File: src/rtl/usr_pkg.sv
// Shared encodings for the universal shift register: op modes, FSM states, direction.
package usr_pkg;

  typedef enum logic [1:0] {
    OP_LOG = 2'b00,
    OP_ARI = 2'b01,
    OP_ROT = 2'b10,
    OP_RSV = 2'b11
  } op_e;

  typedef enum logic {
    S_IDLE  = 1'b0,
    S_SHIFT = 1'b1
  } state_e;

  localparam logic DIR_RIGHT = 1'b0;
  localparam logic DIR_LEFT  = 1'b1;

endpackage

File: src/rtl/usr_shift_step.sv
// One combinational single-position shift step.
// Rotate fill path exists only when USR_ROTATE_EN is defined; otherwise op=10 is logical.
module usr_shift_step
  import usr_pkg::*;
#(
  parameter int WIDTH = 8
) (
  input  logic [WIDTH-1:0] q,
  input  op_e              op,
  input  logic             dir,
  input  logic             serial_in,
  output logic [WIDTH-1:0] q_next,
  output logic             out_bit
);

  logic fill;

  always_comb begin
    out_bit = (dir == DIR_LEFT) ? q[WIDTH-1] : q[0];
    fill    = serial_in;
    case (op)
      OP_ARI:  fill = (dir == DIR_LEFT) ? serial_in : q[WIDTH-1];
`ifdef USR_ROTATE_EN
      OP_ROT:  fill = out_bit;
`endif
      default: fill = serial_in;
    endcase
    q_next = (dir == DIR_LEFT) ? {q[WIDTH-2:0], fill} : {fill, q[WIDTH-1:1]};
  end

endmodule

File: src/rtl/universal_shift_register.sv
// Universal shift register: parallel load plus multi-position logical/arithmetic/rotate shifts.
// Optional rotate support is enabled by defining USR_ROTATE_EN.
module universal_shift_register
  import usr_pkg::*;
#(
  parameter  int WIDTH = 8,
  localparam int AMT_W = $clog2(WIDTH + 1)
) (
  input  logic             clk,
  input  logic             reset_n,
  input  logic             load,
  input  logic [WIDTH-1:0] parallel_in,
  input  logic             start,
  input  logic [1:0]       op,
  input  logic             dir,
  input  logic [AMT_W-1:0] amount,
  input  logic             serial_in,
  output logic [WIDTH-1:0] q,
  output logic             serial_out,
  output logic             busy,
  output logic             done
);

  state_e           state_r, state_nx;
  logic [AMT_W-1:0] cnt_r, cnt_nx, amt_sat;
  op_e              op_r;
  logic             dir_r;
  logic             do_shift, capture, done_nx;
  logic [WIDTH-1:0] q_step;
  logic             out_step;

  assign amt_sat = (amount > AMT_W'(WIDTH)) ? AMT_W'(WIDTH) : amount;
  assign busy    = (state_r == S_SHIFT);

  usr_shift_step #(.WIDTH(WIDTH)) u_step (
    .q         (q),
    .op        (op_r),
    .dir       (dir_r),
    .serial_in (serial_in),
    .q_next    (q_step),
    .out_bit   (out_step)
  );

  always_ff @(posedge clk or negedge reset_n) begin
    if (!reset_n) state_r <= S_IDLE;
    else          state_r <= state_nx;
  end

  // load has priority in both states: it suppresses start in IDLE and aborts a shift.
  always_comb begin
    state_nx = state_r;
    cnt_nx   = cnt_r;
    do_shift = 1'b0;
    capture  = 1'b0;
    done_nx  = 1'b0;
    case (state_r)
      S_IDLE: begin
        if (!load && start) begin
          capture = 1'b1;
          if (amt_sat == '0) begin
            done_nx = 1'b1;
          end else begin
            state_nx = S_SHIFT;
            cnt_nx   = amt_sat;
          end
        end
      end
      S_SHIFT: begin
        if (load) begin
          state_nx = S_IDLE;
        end else begin
          do_shift = 1'b1;
          cnt_nx   = cnt_r - AMT_W'(1);
          if (cnt_r == AMT_W'(1)) begin
            state_nx = S_IDLE;
            done_nx  = 1'b1;
          end
        end
      end
      default: state_nx = S_IDLE;
    endcase
  end

  always_ff @(posedge clk or negedge reset_n) begin
    if (!reset_n) begin
      cnt_r      <= '0;
      op_r       <= OP_LOG;
      dir_r      <= DIR_RIGHT;
      q          <= '0;
      serial_out <= 1'b0;
      done       <= 1'b0;
    end else begin
      cnt_r <= cnt_nx;
      done  <= done_nx;
      if (capture) begin
        op_r  <= op_e'(op);
        dir_r <= dir;
      end
      if (load) begin
        q <= parallel_in;
      end else if (do_shift) begin
        q          <= q_step;
        serial_out <= out_step;
      end
    end
  end

endmodule

File: config.mk
export PLATFORM = sky130hd
export DESIGN_NAME = universal_shift_register
export DESIGN_NICKNAME = d
export VERILOG_FILES = /design/src/rtl/usr_pkg.sv /design/src/rtl/usr_shift_step.sv /design/src/rtl/universal_shift_register.sv
export SDC_FILE = /design/constraint.sdc
export NUM_CORES = 1
export LEC_CHECK = 0
export CORE_MARGIN = 10
export CORE_UTILIZATION = 50
export CTS_CLUSTER_DIAMETER = 30
export CTS_CLUSTER_SIZE = 20
export DETAILED_ROUTE_END_ITERATION = 6
export GPL_TIMING_DRIVEN = 0
export PLACE_DENSITY = 0.92
export SYNTH_ARGS = -nofsm -noshare
export SYNTH_HDL_FRONTEND = slang
export SYNTH_HIERARCHICAL = 1
export SYNTH_SLANG_ARGS = --single-unit
File: constraint.sdc
create_clock -name clk -period 2.5 [get_ports clk]
set_clock_uncertainty 0.15 [all_clocks]
set_input_delay 0.375 -clock clk [delete_from_list [all_inputs] [get_ports clk]]
set_output_delay 0.375 -clock clk [all_outputs]
set_load 0.01 [all_outputs]
### Word level (Yosys, flattened, before mapping)

Index checks and enable logic that the tools add are counted.

* bits in registers: 18
* output and inout bits: 11
* input port bits: 20

* reductions and logical operators: 6
* add/subtract/negate cells: 1
* bitwise logic cells: 2
* eq/ne operators: 5
* mux-type cells: 25
* order comparisons: 1

Operators with widths (count)
* 2-to-1 mux 8 bit: 3
* 2-to-1 mux 4 bit: 4
* 2-to-1 mux 1 bit: 15
* one-hot mux 4 bit (2 select lines): 1
* != test 2 bit (second input constant): 3
* equality test 4 x 1 -> 1 bit (second input constant): 1
* greater-than comparator 4 bit (second input constant): 1
* logical NOT 4 bit: 1
* one-hot mux 1 bit (2 select lines): 2
* subtractor 4 x 1 -> 4 bit (second input constant): 1
* AND reduction 3 bit: 1
* equality test 2 x 1 -> 1 bit (second input constant): 1
* inverter 1 bit: 2
* AND reduction 2 bit: 1
* nonzero test 2 bit: 1
* logical AND 1 bit: 1
* logical NOT 1 bit: 1

### Depth between registers and ports, before layout

* depth after elaboration: 6
* depth in mapped cells: 5

### By module

The synthesis kept the hierarchy.

Modules (own cells, without submodules)
* universal_shift_register: times used 1, area each 928.4 sq um, cells an instance 91
* usr_shift_step: times used 1, area each 140.1 sq um, cells an instance 13

### Worst setup path before layout

OpenSTA, ideal clock, no wires.

* kind: input port to flip-flop
* from: input amount[0]
* to: register cnt_r[2]
* path buffers: 0
* stages: 3
* setup slack: 0.923 ns
* arrival time: 1.316 ns
* required time: 2.239 ns
* cells stage by stage: or4_4 a21o_1 a222oi_1

* cells in the longest elaborated chain, start to end: 5
* elaborated cells on any way between the ends: 8

Ends and longest elaborated chain
* from (decl): RTL line universal_shift_register.sv:16 `input logic [AMT_W-1:0] amount,`
* greater-than comparator 4 bit: RTL line universal_shift_register.sv:32 `assign amt_sat = (amount > AMT_W'(WIDTH)) ? AMT_W'(WIDTH) : amount;`
* 2-to-1 mux 4 bit *: RTL line universal_shift_register.sv:32
* logical NOT 4 bit or 2-to-1 mux 4 bit (tied branches): RTL line universal_shift_register.sv:60 `if (amt_sat == '0) begin`
* != test 2 bit (no line) or 2-to-1 mux 4 bit (tied branches)
* AND reduction 3 bit (no line) or one-hot mux 4 bit (2 select lines) (tied branches)
* to (signal assigned): RTL line universal_shift_register.sv:93 `cnt_r <= cnt_nx;`
* to (decl): RTL line universal_shift_register.sv:25 `logic [AMT_W-1:0] cnt_r, cnt_nx, amt_sat;`

Every way passes the cells marked *; elsewhere a longest branch is shown, timed or not. The select of a mux whose other input is x is not followed.
A chain may end at the register's enable or synchronous reset.

### Worst setup path after layout

* from: register q[7]
* to: output q[7]

RTL lines
* from (decl): RTL line universal_shift_register.sv:18 `output logic [WIDTH-1:0] q,`
* from (signal assigned): RTL line universal_shift_register.sv:100 `q <= parallel_in;`
* from (signal assigned): RTL line universal_shift_register.sv:102 `q <= q_step;`

No word-level cell between the ends.

==> flow_summary.toml <==
[cts]
insertion_delay_ns = 0.29
cts_hold_buffers = 0
clk_path_buf_depth = 2
root_buffer = "clkbuf_4"
cts_tree = "yes"
cts.repair.resized = 0
cts-htree-levels = 1
cts_made_buffers = 3
path_clk_slew_ns = 0.10
cts_sinks = 18
post_cts_buffers = 0

[min_path]
worst_hold_path_type = "flop to flop"
hp-start = "serial_out"
hold_depth = 1
hold_path_end = "serial_out"

[routing]
met3_length_um = 215
num_vias = 916
top_layer = "met4"
drtIter0Drc = 28
dr.pass1.iters = 4
met1_length_um = 1133
drc = 0
via_per_inst = 5.585
routed_wirelength_um = 2614
postRouteAntennaNets = 0
dr_wl_met2_um = 1246
wl_per_cell_um = 15.94

[worst_setup_path]
rr_endpoint = "cnt_r[2]"
crit_family = "buffers and inverters"
crit_arrival_ns = 1.30
critPathSlowestCell = "clkdlybuf4s50_1"
required_ns = 1.98
crit_fanout = 5
crit_path_end_kind = "output port"
criticalPathCategory = "flop to output port"
r2r_slack_ns = 0.80
crit_chain = "clkdlybuf4s50_1"
r2r_cells = 4
timing.rr.start = "busy"
start_kind = "flop"
path_buf_inv = 1
slowest_delay_ns = 0.57

[synth]
synth-edff-count = 0
yosys_warnings = 6
synth-seq-cells = 18
synth_top_flop_cell = "dfrtp_1"
synth_nets = 126
avgSynthCellArea_um2 = 10.27
yosysTopAreaCellShare = 0.4215
post-synth-top-count-cell = "dfrtp_1"
ys_top_cells_by_count = "dfrtp_1, mux2_2, nand2_1, o21ai_0, mux2i_1"
syn_inst = 104
ys_async_sr_fraction = 1.000
synth_top_cell_by_area = "dfrtp_1"
ys_types = 33
syn_area_um2 = 1069
synth_area_leaders = "dfrtp_1, mux2_2, mux2i_1"
seq_area_frac_synth = 0.4215

[placed_design]
placed_area_um2 = 1393
port_buffers = 29
gp_congestion = 0.8258
dpl_worst_slack_ns = 0.3966
hpwlAfterDp_um = 2014

[timing]
min_period_over_period = 0.7282
worst_slew_pin_slew_ns = 0.8139
slew-limit-headroom = 0.4557
fin_crit_ns = 1.821
rsz0062_at_grt = "no"
setup_viol = 0
finalWorstSetupSlack_ns = 0.6794
hold_viol_final = 0
final_max_slew_viol_count = 0
max_freq_mhz = 549.3
finalSetupTns_ns = 0

[die]
io_pins = 31
coreArea_um2 = 2002
initial_core_util = 0.5338
die_area_um2 = 4386
core.rowCount = 16
die_height_um = 66.23
die_width_um = 66.23

[outcome]
outcome = "complete, no violations"

[final_layout]
drive_gt1_frac = 0.1679
design_area_um2 = 1429
insertedDiodeCount = 0
area_delta_synth_final_pct = 33.72
final_nets = 160

[power_and_ir_drop]
cellPowerDensity_nw_per_um2 = 632.7
clkPwrFrac = 0.196
power.leakage_nw = 0.5969
irDropWorstVdd_mv = 0.4862
p_sw_frac = 0.3047
power_frac_comb = 0.367
p_switching_uw = 275.5
power.internal_uw = 628.6
pwr-share-seq = 0.437

[grt]
grt_overflow = 0
grt_max_degree = 19
grt_pass1_vias = 990
track_usage = 0.1241
antenna_found_initial = 0
grt_pass1_wl_um = 4409

[run]
drv_cap = 0
==> layout make-up <==
cell class / count / area (um^2)
plain buffers: 6 / 31.28
fillers: 154 / 573.1
well taps: 27 / 33.78
repair buffers: 29 / 290.3
inverters: 5 / 18.77
flip-flops and latches: 18 / 450.4
clock buffers: 4 / 36.28
multi-input cells: 75 / 568.0
==> metrics by stage <==
stage	hold WS (ns)	util	std cells	power (mW)
floorplan	-0.07059	-	104	0.5936
global placement	0.3446	0.6956	160	0.7171
detailed placement	0.3510	0.6956	160	0.7318
CTS	0.3744	0.7138	164	0.9125
global route	0.4020	0.7138	164	0.9668
finish	0.3743	0.7138	164	0.9041
==> power groups by stage <==
stage | clock network, mW | logic (mW) | registers, mW
final | 0.177 | 0.332 | 0.395
after floorplan | 0 | 0.193 | 0.400
after CTS | 0.183 | 0.335 | 0.394
after global routing | 0.195 | 0.367 | 0.404
after detailed placement | 0 | 0.332 | 0.400
after global placement | 0 | 0.321 | 0.396
==> routing by layer <==
metal  global-route usage  up-vias
li1                     -      437
met1               0.1361      447
met2               0.2081       30
met3              0.05424        2
met4              0.04188        0
met5                    0        -
==> cell usage in the layout (no fill, tap or decap), types with 2 or more instances in the layout <==
master,netlist,routed
clkdlybuf4s50_1,0,29
dfrtp_1,18,18
nand2_1,12,12
o21ai_0,12,12
mux2_2,12,12
mux2i_1,9,9
inv_1,5,5
clkbuf_1,4,4
nor2_1,4,4
nand2b_1,3,3
clkbuf_4,0,3
ha_1,2,2
==> flip-flops by register name, summed over array words and instances (netlist names) <==
signal      cells
q               8
cnt_r           4
op_r            2
busy            1
dir_r           1
done            1
serial_out      1
==> kinds of logic after synthesis <==
group                      after synthesis  synth area share
and+or+nand+nor                         29            0.1581
AOI/OAI and AO/OA                       23            0.1394
muxes                                   21            0.2108
DFF                                     18            0.4215
buffers and inverters                   11           0.04683
adders and majority gates                2           0.02342
==> worst max-delay path by stage <==
stage	from	end	slack (ns)	depth (start not counted)
4_1_cts	q[7]	q[7]	0.67	1
5_1_grt	q[3]	q[3]	0.63	1
2_1_floorplan	amount[0]	cnt_r[2]	0.92	3
6_report	q[7]	q[7]	0.68	1
3_5_place_dp	amount[0]	cnt_r[2]	0.40	4
3_3_place_gp	amount[0]	cnt_r[2]	0.41	4
No activity file was read; power rests on OpenSTA's default activity.
